<file path="src/rtl/eth_tx_sched_if.sv">
// Request/grant handshake between the frame sources, the scheduler and eth_tx.
// The scheduler connects through the master modport; the surrounding logic through slave.
interface eth_tx_sched_if;
    logic [1:0] req;
    logic [1:0] ack;
    logic       tx_start;
    logic       tx_busy;
    logic       tx_sel;
    logic       nlp_start;
    logic       idle;
    logic       err;

    modport master (
        input  req,
        input  tx_busy,
        output ack,
        output tx_start,
        output tx_sel,
        output nlp_start,
        output idle,
        output err
    );

    modport slave (
        output req,
        output tx_busy,
        input  ack,
        input  tx_start,
        input  tx_sel,
        input  nlp_start,
        input  idle,
        input  err
    );
endinterface

</file>
<file path="src/rtl/eth_tx_sched.sv">
// Round-robin transmit scheduler for the 10BASE-T path: arbitrates two frame sources onto one
// eth_tx, enforces the inter-frame gap and issues normal link pulses while the link is idle.
module eth_tx_sched #(
    parameter int IFG_CYCLES    = 96,
    parameter int NLP_PERIOD    = 160000,
    parameter int START_TIMEOUT = 4
) (
    input  logic           clk,
    input  logic           rst_n,
    eth_tx_sched_if.master bus
);
    localparam int NLP_W = (NLP_PERIOD > 2)    ? $clog2(NLP_PERIOD)    : 1;
    localparam int GAP_W = (IFG_CYCLES > 2)    ? $clog2(IFG_CYCLES)    : 1;
    localparam int TO_W  = (START_TIMEOUT > 2) ? $clog2(START_TIMEOUT) : 1;

    localparam logic [NLP_W-1:0] NLP_LAST = NLP_W'(NLP_PERIOD - 1);
    localparam logic [GAP_W-1:0] GAP_LAST = GAP_W'(IFG_CYCLES - 1);
    localparam logic [TO_W-1:0]  TO_LAST  = TO_W'(START_TIMEOUT - 1);

    typedef enum logic [1:0] {
        IDLE,
        WAIT_BUSY,
        BUSY,
        GAP
    } state_t;

    state_t           state_q, state_d;
    logic [1:0]       req_p0;
    logic             last_q, last_d;
    logic [NLP_W-1:0] nlp_cnt_q, nlp_cnt_d;
    logic [GAP_W-1:0] gap_cnt_q, gap_cnt_d;
    logic [TO_W-1:0]  wait_cnt_q, wait_cnt_d;
    logic [1:0]       ack_q, ack_d;
    logic             tx_start_q, tx_start_d;
    logic             tx_sel_q, tx_sel_d;
    logic             nlp_start_q, nlp_start_d;
    logic             idle_q, idle_d;
    logic             err_q, err_d;
    logic             grant_src;

    always_comb begin
        state_d     = state_q;
        last_d      = last_q;
        nlp_cnt_d   = nlp_cnt_q;
        gap_cnt_d   = gap_cnt_q;
        wait_cnt_d  = wait_cnt_q;
        tx_sel_d    = tx_sel_q;
        ack_d       = 2'b00;
        tx_start_d  = 1'b0;
        nlp_start_d = 1'b0;
        err_d       = 1'b0;
        // With both sources asking, the one not served last wins.
        grant_src   = (req_p0 == 2'b11) ? ~last_q : req_p0[1];

        case (state_q)
            IDLE: begin
                if (|req_p0) begin
                    state_d    = WAIT_BUSY;
                    tx_start_d = 1'b1;
                    ack_d      = grant_src ? 2'b10 : 2'b01;
                    tx_sel_d   = grant_src;
                    last_d     = grant_src;
                    nlp_cnt_d  = '0;
                    wait_cnt_d = '0;
                end else if (nlp_cnt_q >= NLP_LAST) begin
                    state_d     = GAP;
                    nlp_start_d = 1'b1;
                    nlp_cnt_d   = '0;
                    gap_cnt_d   = '0;
                end else begin
                    nlp_cnt_d = nlp_cnt_q + NLP_W'(1);
                end
            end
            WAIT_BUSY: begin
                if (bus.tx_busy) begin
                    state_d = BUSY;
                end else if (wait_cnt_q == TO_LAST) begin
                    state_d   = GAP;
                    err_d     = 1'b1;
                    gap_cnt_d = '0;
                end else begin
                    wait_cnt_d = wait_cnt_q + TO_W'(1);
                end
            end
            BUSY: begin
                if (!bus.tx_busy) begin
                    state_d   = GAP;
                    gap_cnt_d = '0;
                end
            end
            GAP: begin
                // The gap counts toward the next link-pulse period.
                if (nlp_cnt_q < NLP_LAST) begin
                    nlp_cnt_d = nlp_cnt_q + NLP_W'(1);
                end
                if (gap_cnt_q == GAP_LAST) begin
                    state_d = IDLE;
                end else begin
                    gap_cnt_d = gap_cnt_q + GAP_W'(1);
                end
            end
            default: state_d = IDLE;
        endcase

        idle_d = (state_d == IDLE);
    end

    always_ff @(posedge clk) begin
        if (!rst_n) begin
            state_q     <= IDLE;
            req_p0      <= 2'b00;
            last_q      <= 1'b1;
            nlp_cnt_q   <= '0;
            gap_cnt_q   <= '0;
            wait_cnt_q  <= '0;
            ack_q       <= 2'b00;
            tx_start_q  <= 1'b0;
            tx_sel_q    <= 1'b0;
            nlp_start_q <= 1'b0;
            idle_q      <= 1'b1;
            err_q       <= 1'b0;
        end else begin
            state_q     <= state_d;
            req_p0      <= bus.req;
            last_q      <= last_d;
            nlp_cnt_q   <= nlp_cnt_d;
            gap_cnt_q   <= gap_cnt_d;
            wait_cnt_q  <= wait_cnt_d;
            ack_q       <= ack_d;
            tx_start_q  <= tx_start_d;
            tx_sel_q    <= tx_sel_d;
            nlp_start_q <= nlp_start_d;
            idle_q      <= idle_d;
            err_q       <= err_d;
        end
    end

    assign bus.ack       = ack_q;
    assign bus.tx_start  = tx_start_q;
    assign bus.tx_sel    = tx_sel_q;
    assign bus.nlp_start = nlp_start_q;
    assign bus.idle      = idle_q;
    assign bus.err       = err_q;
endmodule

</file>
<file path="src/flat_wrapper.sv">
// flat-port wrapper written by rule: the top's interface ports become plain ports
module eth_tx_sched_flat 
#(
    parameter int IFG_CYCLES    = 96,
    parameter int NLP_PERIOD    = 160000,
    parameter int START_TIMEOUT = 4
)
  (clk, rst_n, bus_req, bus_tx_busy, bus_ack, bus_tx_start, bus_tx_sel, bus_nlp_start, bus_idle, bus_err);
  eth_tx_sched_if bus_i ();
  input  logic clk;
  input  logic rst_n;
  input wire logic [$bits(bus_i.req)-1:0] bus_req;
  input wire logic [$bits(bus_i.tx_busy)-1:0] bus_tx_busy;
  output wire logic [$bits(bus_i.ack)-1:0] bus_ack;
  output wire logic [$bits(bus_i.tx_start)-1:0] bus_tx_start;
  output wire logic [$bits(bus_i.tx_sel)-1:0] bus_tx_sel;
  output wire logic [$bits(bus_i.nlp_start)-1:0] bus_nlp_start;
  output wire logic [$bits(bus_i.idle)-1:0] bus_idle;
  output wire logic [$bits(bus_i.err)-1:0] bus_err;
  assign bus_i.req = bus_req;
  assign bus_i.tx_busy = bus_tx_busy;
  assign bus_ack = bus_i.ack;
  assign bus_tx_start = bus_i.tx_start;
  assign bus_tx_sel = bus_i.tx_sel;
  assign bus_nlp_start = bus_i.nlp_start;
  assign bus_idle = bus_i.idle;
  assign bus_err = bus_i.err;
  eth_tx_sched #(.IFG_CYCLES(IFG_CYCLES), .NLP_PERIOD(NLP_PERIOD), .START_TIMEOUT(START_TIMEOUT)) u_core (.clk(clk), .rst_n(rst_n), .bus(bus_i));
endmodule
</file>
<file path="config.mk">
export PLATFORM = sky130hd
export DESIGN_NAME = eth_tx_sched_flat
export DESIGN_NICKNAME = d
export VERILOG_FILES = /design/src/rtl/eth_tx_sched_if.sv /design/src/rtl/eth_tx_sched.sv /design/src/flat_wrapper.sv
export SDC_FILE = /design/constraint.sdc
export NUM_CORES = 1
export LEC_CHECK = 0
export ABC_AREA = 1
export ABC_CLOCK_PERIOD_IN_PS = 3570
export BUFFER_PORTS_ARGS = -buffer_cell sky130_fd_sc_hd__clkbuf_2
export CAP_MARGIN = 20
export CORE_ASPECT_RATIO = 1.2
export CORE_UTILIZATION = 60
export DETAILED_ROUTE_END_ITERATION = 7
export PLACE_DENSITY = 0.79
export SLEW_MARGIN = 5
export SYNTH_ARGS = -nofsm -noshare
export SYNTH_HDL_FRONTEND = slang
export SYNTH_SLANG_ARGS = --single-unit
</file>
<file path="constraint.sdc">
create_clock -name clk -period 3.57 [get_ports clk]
set_clock_uncertainty 0.05 [all_clocks]
set_input_delay 0.357 -clock clk [delete_from_list [all_inputs] [get_ports clk]]
set_output_delay 0.357 -clock clk [all_outputs]
set_load 0.01 [all_outputs]
</file>
### Word level (Yosys, flattened, before mapping)

Index checks and enable logic that the tools add are counted.

| word-level totals | value |
|---|---|
| input bits | 5 |
| output and inout bits | 7 |
| flip-flop bits (word level) | 39 |

| operators by class | value |
|---|---|
| bitwise gates (word level) | 4 |
| multiplexer cells | 27 |
| reduce and logical (&&, ||, !) cells | 13 |
| eq/ne operators | 15 |
| $lt $le $gt $ge | 2 |
| add/sub/neg operators | 3 |

Operators by type and width:

| kind | count |
|---|---|
| two-way mux 18 bit | 3 |
| two-way mux 7 bit | 6 |
| case mux 18 bit (2 select lines) | 1 |
| case mux 7 bit (4 select lines) | 1 |
| two-way mux 2 bit | 10 |
| adder 18 x 1 -> 18 bit, second input constant | 1 |
| greater-or-equal comparator 18 bit, second input constant | 1 |
| < comparator 18 bit, second input constant | 1 |
| inequality test 2 bit, second input constant | 5 |
| == test 2 bit, second input constant | 4 |
| inequality test 2 x 1 -> 1 bit, second input constant | 4 |
| case mux 2 bit (4 select lines) | 1 |
| adder 7 x 1 -> 7 bit, second input constant | 1 |
| == test 7 bit, second input constant | 1 |
| AND reduction 2 bit | 3 |
| AND reduction 6 bit | 1 |
| logical NOT 2 bit | 2 |
| two-way mux 1 bit | 4 |
| NOT 1 bit | 4 |
| case mux 2 bit (2 select lines) | 1 |
| AND reduction 4 bit | 1 |
| nonzero test 2 bit | 2 |
| OR reduction 4 bit | 1 |
| AND reduction 3 bit | 1 |
| 4 further kinds | 4 |

### Longest topological paths before layout

Gate-level depths: netlist (run 1).

| logic depth | value |
|---|---|
| depth in word-level cells | 5 |
| depth in mapped cells | 13 |

### Least setup slack after synthesis (run 1)

OpenSTA, ideal clock, no wires.

| timing | value |
|---|---|
| path type | reg-to-reg |
| start point | reg u_core.nlp_cnt_q[0] |
| end point | reg u_core.nlp_cnt_q[12] |
| arrival | 1.495 ns |
| library setup time | 0.115 ns |
| data required time | 3.405 ns |
| stages on the path, launching flop included | 13 |
| setup slack | 1.910 ns |
| cells stage by stage | dfxtp_1 -> ha_1 -> nand2_2 -> nor2_4 -> nand2_2 -> nor2_4 -> nand2_2 -> nand3_1 -> nand2_1 -> nand2_2 -> inv_2 -> nand2_1 -> nor2_1 |

| on the way | value |
|---|---|
| longest elaborated chain between the ends | 4 |

Ends and longest elaborated chain:

| item | RTL line | RTL |
|---|---|---|
| start, declared | eth_tx_sched.sv:30 | `logic [NLP_W-1:0] nlp_cnt_q, nlp_cnt_d;` |
| start signal, assigned | eth_tx_sched.sv:126 | `nlp_cnt_q <= nlp_cnt_d;` |
| adder 18 x 1 -> 18 bit or greater-or-equal comparator 18 bit (tied branches) | eth_tx_sched.sv:71, eth_tx_sched.sv:94, eth_tx_sched.sv:65 |  |
| two-way mux 18 bit | eth_tx_sched.sv:65 | `end else if (nlp_cnt_q >= NLP_LAST) begin` |
| two-way mux 18 bit | eth_tx_sched.sv:57 | `if (\|req_p0) begin` |
| case mux 18 bit (2 select lines) | eth_tx_sched.sv:55 | `case (state_q)` |

Parallel ways exist; a longest one is shown, timed or not. The select of a mux whose other input is x is not followed.
A chain may end at the register's enable or synchronous reset.

### Worst setup path in the final report (run 1)

| timing | value |
|---|---|
| start point | reg u_core.nlp_cnt_q[0] |
| end point | reg u_core.nlp_cnt_q[14] |

Same word-level chain as after synthesis.

==> flow_metrics.env, run 1 <==
export IMPL_synth_edf_count=0
export IMPL_synth_top_area_share_pct=38.6
export IMPL_worstMarginPinSlew_ps=532
export IMPL_cpMostUsedCell="nand2_2"
export IMPL_core_sq_mm=0.00314
export IMPL_port_buffers=11
export IMPL_dieArea_sq_mm=0.00360
export IMPL_initial_core_util_pct=64.4
export IMPL_worstPathCellList="ha_1 > nand2_2 > nor2_4 > nand2_2 > nor2_4 > nand2_2 > nand3_2 > nand2_2 > nand2_1 > nand2_1 > nand2_1 > nor2_1"
export IMPL_synth_cells=313
export IMPL_antenna_found_initial=0
export IMPL_p_seq_share_pct=55.4
export IMPL_async_flop_share_pct=0
export IMPL_synthTopCellsByArea="dfxtp_1, nand2_1, nor2_1"
export IMPL_clk_insertion_delay_late_ps=340
export IMPL_first_global_vias=1627
export IMPL_syn_nets=321
export IMPL_cp_slowest_cell="dfxtp_1"
export IMPL_die_y_um=65.6
export IMPL_crit_required_ps=3770
export IMPL_yosysTopAreaCell="dfxtp_1"
export IMPL_grt_usage_pct=25.4
export IMPL_cp_end_kind="flop"
export IMPL_clockPowerShare_pct=25.3
export IMPL_synth_most_common_cell="nand2_1"
export IMPL_viasPerCell=5.19
export IMPL_cp_max_fo=30
export IMPL_totalPowerFinal_uw=865
export IMPL_ys_flop_type="dfxtp_1"
export IMPL_place_congestion=0.801
export IMPL_fmax_mhz=479
export IMPL_post_cts_buffers=0
export IMPL_final_setup_viol_count=0
export IMPL_drt_wl_total_mm=3.98
export IMPL_yosys_warnings=0
export IMPL_pin_count=12
export IMPL_nNetsFinal=334
export IMPL_placementRows=22
export IMPL_dp_cells=355
export IMPL_dp_hpwl_mm=2.92
export IMPL_drc=0
export IMPL_rsz0062_at_grt="no"
export IMPL_synth_seq_area_share_pct=38.6
export IMPL_num_vias=1885
export IMPL_setup_tns_final_ps=0
export IMPL_ir_worst_vdd_v=0.000387
export IMPL_grt_pass1_wl_mm=6.67
export IMPL_ctsResizeCount=0
export IMPL_critPathKind="flop to flop"
export IMPL_insertedDiodeCount=0
export IMPL_post_route_min_period_ps=2090
export IMPL_synth_distinct_cells=31
export IMPL_power_density_mw_per_mm2=403
export IMPL_placed_area_sq_mm=0.00209
export IMPL_path_buf_inv=0
export IMPL_grt_max_degree=31
export IMPL_synth_common_cells="nand2_1, nor2_1, dfxtp_1"
export IMPL_drtAntennaViolNets=0
export IMPL_cts_max_level=2
export IMPL_power_switching_uw=278
export IMPL_layout_cells_non_filler=363
export IMPL_hold_viol_final=0
export IMPL_die_x_um=55.0
export IMPL_leakagePower_uw=0.000895
export IMPL_synth_simple_area_share_pct=39.5
export IMPL_finalCritPeriodShare_pct=58.5
export IMPL_arrival_ps=2290
export IMPL_status="finished, final reports clean"
export IMPL_fin_area_sq_mm=0.00215
export IMPL_clk_root_buffer_cell="clkbuf_4"
export IMPL_holdCritPathClass="input port to flop"
export IMPL_final_util_pct=68.4
export IMPL_ctsLongestPathBuffers=2
export IMPL_synth_area_mux_share_pct=0
export IMPL_synthAdderAreaFrac_pct=1.86
export IMPL_netSwitchingFraction_pct=32.1
export IMPL_syn_cell_area_sq_mm=0.00202
export IMPL_clkSlewWorstSetupHoldPaths_ps=120
export IMPL_synth_seq_cells=39
export IMPL_drt_pass1_iterations=4
export IMPL_hold_buffers=0
export IMPL_drv_slew=0
export IMPL_maxSlewHeadroom_pct=64.4
export IMPL_synth_top_family_by_area="simple AND/OR/NAND/NOR gates"
export IMPL_grt_overflow=0
export IMPL_cap_violations=0
export IMPL_path_delay_family="simple AND/OR/NAND/NOR gates"
export IMPL_routedWlPerCell_um=11.0
export IMPL_cts_sinks=39
export IMPL_power_internal_uw=587
export IMPL_drive_gt1_share_pct=10.4
export IMPL_synth_compound_area_share_pct=9.97
export IMPL_syn_avg_cell_area_sq_um=6.46
export IMPL_area_growth_syn_to_layout_pct=6.19
export IMPL_cts_made_buffers=5
export IMPL_combinationalPowerShare_pct=19.2
export IMPL_first_iter_violations=70
export IMPL_cts_tree="done"
export IMPL_fillCellCount=283
export IMPL_critPathMaxStageDelay_ps=430
export IMPL_start_kind="flop"
export IMPL_synthXorXnorAreaFrac_pct=1.30
[worst register-to-register path: stages (launching register included)]
cell     delay, ps
dfxtp_1        430
ha_1           230
nand2_2         80
nor2_4         110
nand2_2        100
nor2_4         130
nand2_2        100
nand3_2         90
nand2_2        310
nand2_1        200
nand2_1         60
nand2_1         60
nor2_1          40
[through the flow]
step / worst slack (ps) / hold slack, ps
2_1_floorplan: 1910 / 374
3_3_place_gp: 1580 / 392
3_5_place_dp: 1520 / 392
4_1_cts: 1490 / 130
5_1_grt: 1260 / 121
6_report: 1480 / 139
[flip-flops by register name, summed over array words and instances (netlist names), 2 cells and up]
register,count
u_core.gap_cnt_q,7
u_core.bus.ack,2
u_core.nlp_cnt_q,18
u_core.state_q,2
u_core.req_p0,2
u_core.wait_cnt_q,2
[placed cells by master, fill, tap and decap left out, drive strengths merged]
| cell | instances |
|---|---|
| ha | 3 |
| dfxtp | 39 |
| nor4 | 1 |
| xor2 | 2 |
| a21oi | 23 |
| a211oi | 1 |
| clkinvlp | 1 |
| nor3 | 5 |
| nand3b | 2 |
| nand4 | 2 |
| clkinv | 2 |
| o211ai | 1 |
| or2 | 1 |
| and3 | 1 |
| inv | 37 |
| o21a | 1 |
| nand2 | 93 |
| nand3 | 26 |
| nor2 | 56 |
| clkbuf | 17 |
| a21boi | 1 |
| a31oi | 1 |
| xnor2 | 1 |
| o21ai | 10 |
[layer usage]
| layer | part of all wire, % | vias up | GRT usage, % |
|---|---|---|---|
| li1 | - | 1013 | - |
| met1 | 46 | 829 | 28.5 |
| met4 | 1.5 | 0 | 9.06 |
| met5 | 0 | - | 0 |
| met3 | 3.2 | 6 | 6.25 |
| met2 | 50 | 37 | 44.6 |
[path summary, 6_finish.rpt]
kind                        from              endpoint  slack (ps)  cells after the start
max          u_core.nlp_cnt_q[0]  u_core.nlp_cnt_q[14]        1480                     12
min                  bus_tx_busy        u_core.bus.err         140                      2
max reg2reg  u_core.nlp_cnt_q[0]  u_core.nlp_cnt_q[14]        1480                     12
min reg2reg        u_core.last_q         u_core.last_q         420                      2
[power by group through the flow]
stage / clock network [uW] / registers [uW] / logic [uW]
6_report: 219 / 480 / 166
3_3_place_gp: 0 / 488 / 166
4_1_cts: 226 / 479 / 167
3_5_place_dp: 0 / 489 / 166
2_1_floorplan: 0 / 489 / 138
5_1_grt: 247 / 483 / 191
[final cells by class]
cell class / instances / area [sq um] / area share (%)
Timing Repair Buffer: 11 / 55.1 / 2.57
Tap cell: 36 / 45.0 / 2.10
Clock inverter: 2 / 12.5 / 0.583
Inverter: 38 / 148 / 6.88
Sequential cell: 39 / 781 / 36.4
Multi-Input combinational cell: 231 / 1060 / 49.6
Clock buffer: 6 / 41.3 / 1.92
[cell families after synthesis]
family	count (synthesis)
buffers and inverters	43
xor gates and xnor gates	3
adders and majority gates	3
and+or+nand+nor	187
AOI/OAI and AO/OA	38
DFF	39
Note: power is estimated with default switching activity, not from simulation.
==> run 2, diff against run 1 <==
--- a/config.mk
+++ b/config.mk
@@ -5,8 +5,8 @@
 export SDC_FILE = /design/constraint.sdc
 export NUM_CORES = 1
 export LEC_CHECK = 0
-export ABC_AREA = 1
-export ABC_CLOCK_PERIOD_IN_PS = 3570
+export ABC_AREA = 0
+export ABC_CLOCK_PERIOD_IN_PS = 2000
 export BUFFER_PORTS_ARGS = -buffer_cell sky130_fd_sc_hd__clkbuf_2
 export CAP_MARGIN = 20
 export CORE_ASPECT_RATIO = 1.2
==> constraint.sdc (replaced) <==
create_clock -name clk -period 2 [get_ports clk]
set_clock_uncertainty 0.05 [all_clocks]
set_input_delay 0.2 -clock clk [delete_from_list [all_inputs] [get_ports clk]]
set_output_delay 0.2 -clock clk [all_outputs]
set_load 0.01 [all_outputs]
==> run 2 against run 1 <==
- the flow now finishes with violations (negative setup slack)
- routed wire length is 60% higher
- final area is 31% higher
- clock power grew to 2.9 times the previous value
- combinational power is 92% higher
- critical endpoint is now u_core.nlp_cnt_q[5]
- largest cell class unchanged
==> flow_metrics.env, run 2 <==
export IMPL_status="finished, violations left"
export IMPL_violations="negative setup slack"
export IMPL_ctsLongestPathBuffers=2
export IMPL_synth_seq_area_share_pct=36.8
export IMPL_dp_hpwl_mm=4.05
export IMPL_insertedDiodeCount=0
export IMPL_reg_top3="u_core.nlp_cnt_q: 18 flops, u_core.gap_cnt_q: 7 flops"
export IMPL_placed_area_sq_mm=0.00254
export IMPL_dp_cells=338
export IMPL_grt_pass1_wl_mm=9.58
export IMPL_power_density_mw_per_mm2=628
export IMPL_largest_reg_flops=18
export IMPL_ir_worst_vdd_v=0.000819
export IMPL_antenna_found_initial=0
export IMPL_multiInputGateArea_sq_mm=0.00135
export IMPL_drt_pass1_iterations=4
export IMPL_netSwitchingFraction_pct=26.5
export IMPL_layout_cells_non_filler=352
export IMPL_hold_path_startpoint="bus_req[1]"
export IMPL_first_global_vias=2182
export IMPL_synth_cells=258
export IMPL_cts_made_buffers=5
export IMPL_syn_avg_cell_area_sq_um=8.22
export IMPL_worst_slack_ps=-109
export IMPL_cp_end_kind="flop"
export IMPL_dieArea_sq_mm=0.00378
export IMPL_combinationalPowerShare_pct=17.9
export IMPL_wl_met3_um=325
export IMPL_nNetsFinal=323
export IMPL_topRoutingLayerUsed="met4"
export IMPL_cap_violations=0
export IMPL_place_congestion=0.893
export IMPL_power_internal_uw=1300
export IMPL_worstMarginPinSlew_ps=492
export IMPL_cts_tree="done"
export IMPL_clk_root_buffer_cell="clkbuf_8"
export IMPL_cp_startpoint="u_core.nlp_cnt_q[1]"
export IMPL_met2WireLength_mm=3.48
export IMPL_synthTopCellsByArea="dfxtp_1, nand3_1, o211ai_1"
export IMPL_synth_distinct_cells=45
export IMPL_fmax_mhz=474
export IMPL_port_buffers=11
export IMPL_finalCritPeriodShare_pct=105
export IMPL_drv_slew=0
export IMPL_synth_top_area_share_pct=36.8
export IMPL_drt_wl_total_mm=6.36
export IMPL_viasPerCell=6.55
export IMPL_dp_slack_ps=-144
export IMPL_holdCritPathClass="input port to flop"
export IMPL_start_kind="flop"
export IMPL_cts_max_level=2
export IMPL_p_seq_share_pct=46.1
export IMPL_clkSlewWorstSetupHoldPaths_ps=70
export IMPL_drtAntennaViolNets=0
export IMPL_num_vias=2306
export IMPL_syn_nets=266
export IMPL_final_setup_viol_count=6
export IMPL_die_x_um=56.3
export IMPL_ys_flop_type="dfxtp_1"
export IMPL_routedWlPerCell_um=18.1
export IMPL_die_y_um=67.1
export IMPL_wl_met1_mm=2.37
export IMPL_placementRows=23
export IMPL_synth_seq_cells=39
export IMPL_drive_gt1_share_pct=30.8
export IMPL_syn_cell_area_sq_mm=0.00212
export IMPL_yosys_warnings=0
export IMPL_power_switching_uw=469
export IMPL_hold_viol_final=0
export IMPL_maxSlewHeadroom_pct=67.1
export IMPL_grt_max_degree=27
export IMPL_seq_area_sq_um=787
export IMPL_clockPowerShare_pct=36.0
export IMPL_final_util_pct=83.7
export IMPL_grt_usage_pct=32.7
export IMPL_grt_overflow=0
export IMPL_synth_edf_count=0
export IMPL_core_sq_mm=0.00337
export IMPL_synth_common_cells="dfxtp_1, nand3_1, nand2_1"
export IMPL_first_iter_violations=172
export IMPL_arrival_ps=2260
export IMPL_r2r_start="u_core.nlp_cnt_q[1]"
export IMPL_leakagePower_uw=0.00107
export IMPL_pin_count=12
export IMPL_yosysTopAreaCell="dfxtp_1"
export IMPL_fillCellCount=221
export IMPL_regMostFlops="u_core.nlp_cnt_q"
export IMPL_final_cell_mix="buf_4, dfxtp_1, nand3_1"
export IMPL_cts_sinks=39
export IMPL_layout_commonest_cell="buf_4"
export IMPL_post_route_min_period_ps=2110
export IMPL_synth_most_common_cell="dfxtp_1"
export IMPL_crit_required_ps=2150
export IMPL_async_flop_share_pct=0
export IMPL_fin_area_sq_mm=0.00282
export IMPL_area_growth_syn_to_layout_pct=32.9
export IMPL_initial_core_util_pct=63.0
export IMPL_cp_max_fo=3
export IMPL_clk_insertion_delay_late_ps=290
export IMPL_critPathKind="flop to flop"
export IMPL_rsz0062_at_grt="yes"
export IMPL_drc=0
## run 2: cell count changes after synthesis, moves of 9 or more
cell      previous run  this run
nor2_1              53        15
clkbuf_1             2        11
mux2i_1              0         9
nand2_1             87        18
o211ai_1             1        14
inv_1               32         9
## run 2: cell families (layout without fill, tap and decap cells)
family	Yosys count	in the layout	synth area share, %
AO/OA/AOI/OAI	74	74	24.9
XOR/XNOR	2	2	0.826
adder cells (fa/ha/maj)	3	3	1.77
buffers and inverters	25	82	4.60
flip-flops	39	39	36.8
multiplexers	9	9	4.25
AND/OR/NAND/NOR	106	106	26.8
## run 2: power by group through the flow
stage	clock, uW	combinational [uW]	sequential (uW)
6_report	637	318	817
5_1_grt	671	343	819
4_1_cts	638	287	813
3_5_place_dp	0	282	831
3_3_place_gp	0	272	829
2_1_floorplan	0	164	837
## run 2: critical path, cell delays in order, from the launching register on
cell and delay, ps:
dfxtp_1 340, ha_4 170, and2_4 160, a311oi_4 330, buf_4 190, buf_6 110, buf_4 110, o211ai_1 130
a21o_1 200, a21oi_1 220
## run 2: per-layer routing
layer / vias up / track usage [%]
li1: 1086 / -
met1: 1116 / 33.7
met2: 86 / 62.6
met3: 18 / 6.99
met4: 0 / 16.5
met5: - / 0
## run 2: layout make-up
type	instances	area share (%)
multi-input combinational	194	48.0
timing repair buffer	66	17.4
clock buffer	5	2.44
tap	37	1.64
inverter	9	1.20
sequential	39	27.9
clock inverter	2	1.33
## run 2: final timing paths
| path | end | slack [ps] | cells past startpoint |
|---|---|---|---|
| worst max-delay path | u_core.nlp_cnt_q[5] | -110 | 9 |
| worst min-delay path | u_core.req_p0[1] | 70 | 2 |
| worst max register to register | u_core.nlp_cnt_q[5] | -110 | 9 |
| worst min register to register | u_core.gap_cnt_q[0] | 450 | 2 |
## run 2: timing repair
| item | CTS | global route |
|---|---|---|
| gates resized for setup | 6 | 22 |
| hold buffers | 0 | 0 |
| pin swaps | 2 | 19 |
| buffers inserted | 1 | 6 |
| endpoints found under the setup margin | 19 | 23 |
## run 2: per-stage QoR
| stage | setup TNS, ps | power (uW) | hold WS (ps) |
|---|---|---|---|
| after global placement | -380 | 1100 | 359 |
| after CTS | -5.04 | 1740 | 76.8 |
| after global routing | -1050 | 1830 | 65.2 |
| after floorplan | -82.4 | 1000 | 277 |
| after detailed placement | -943 | 1110 | 374 |
| final | -273 | 1770 | 74.1 |
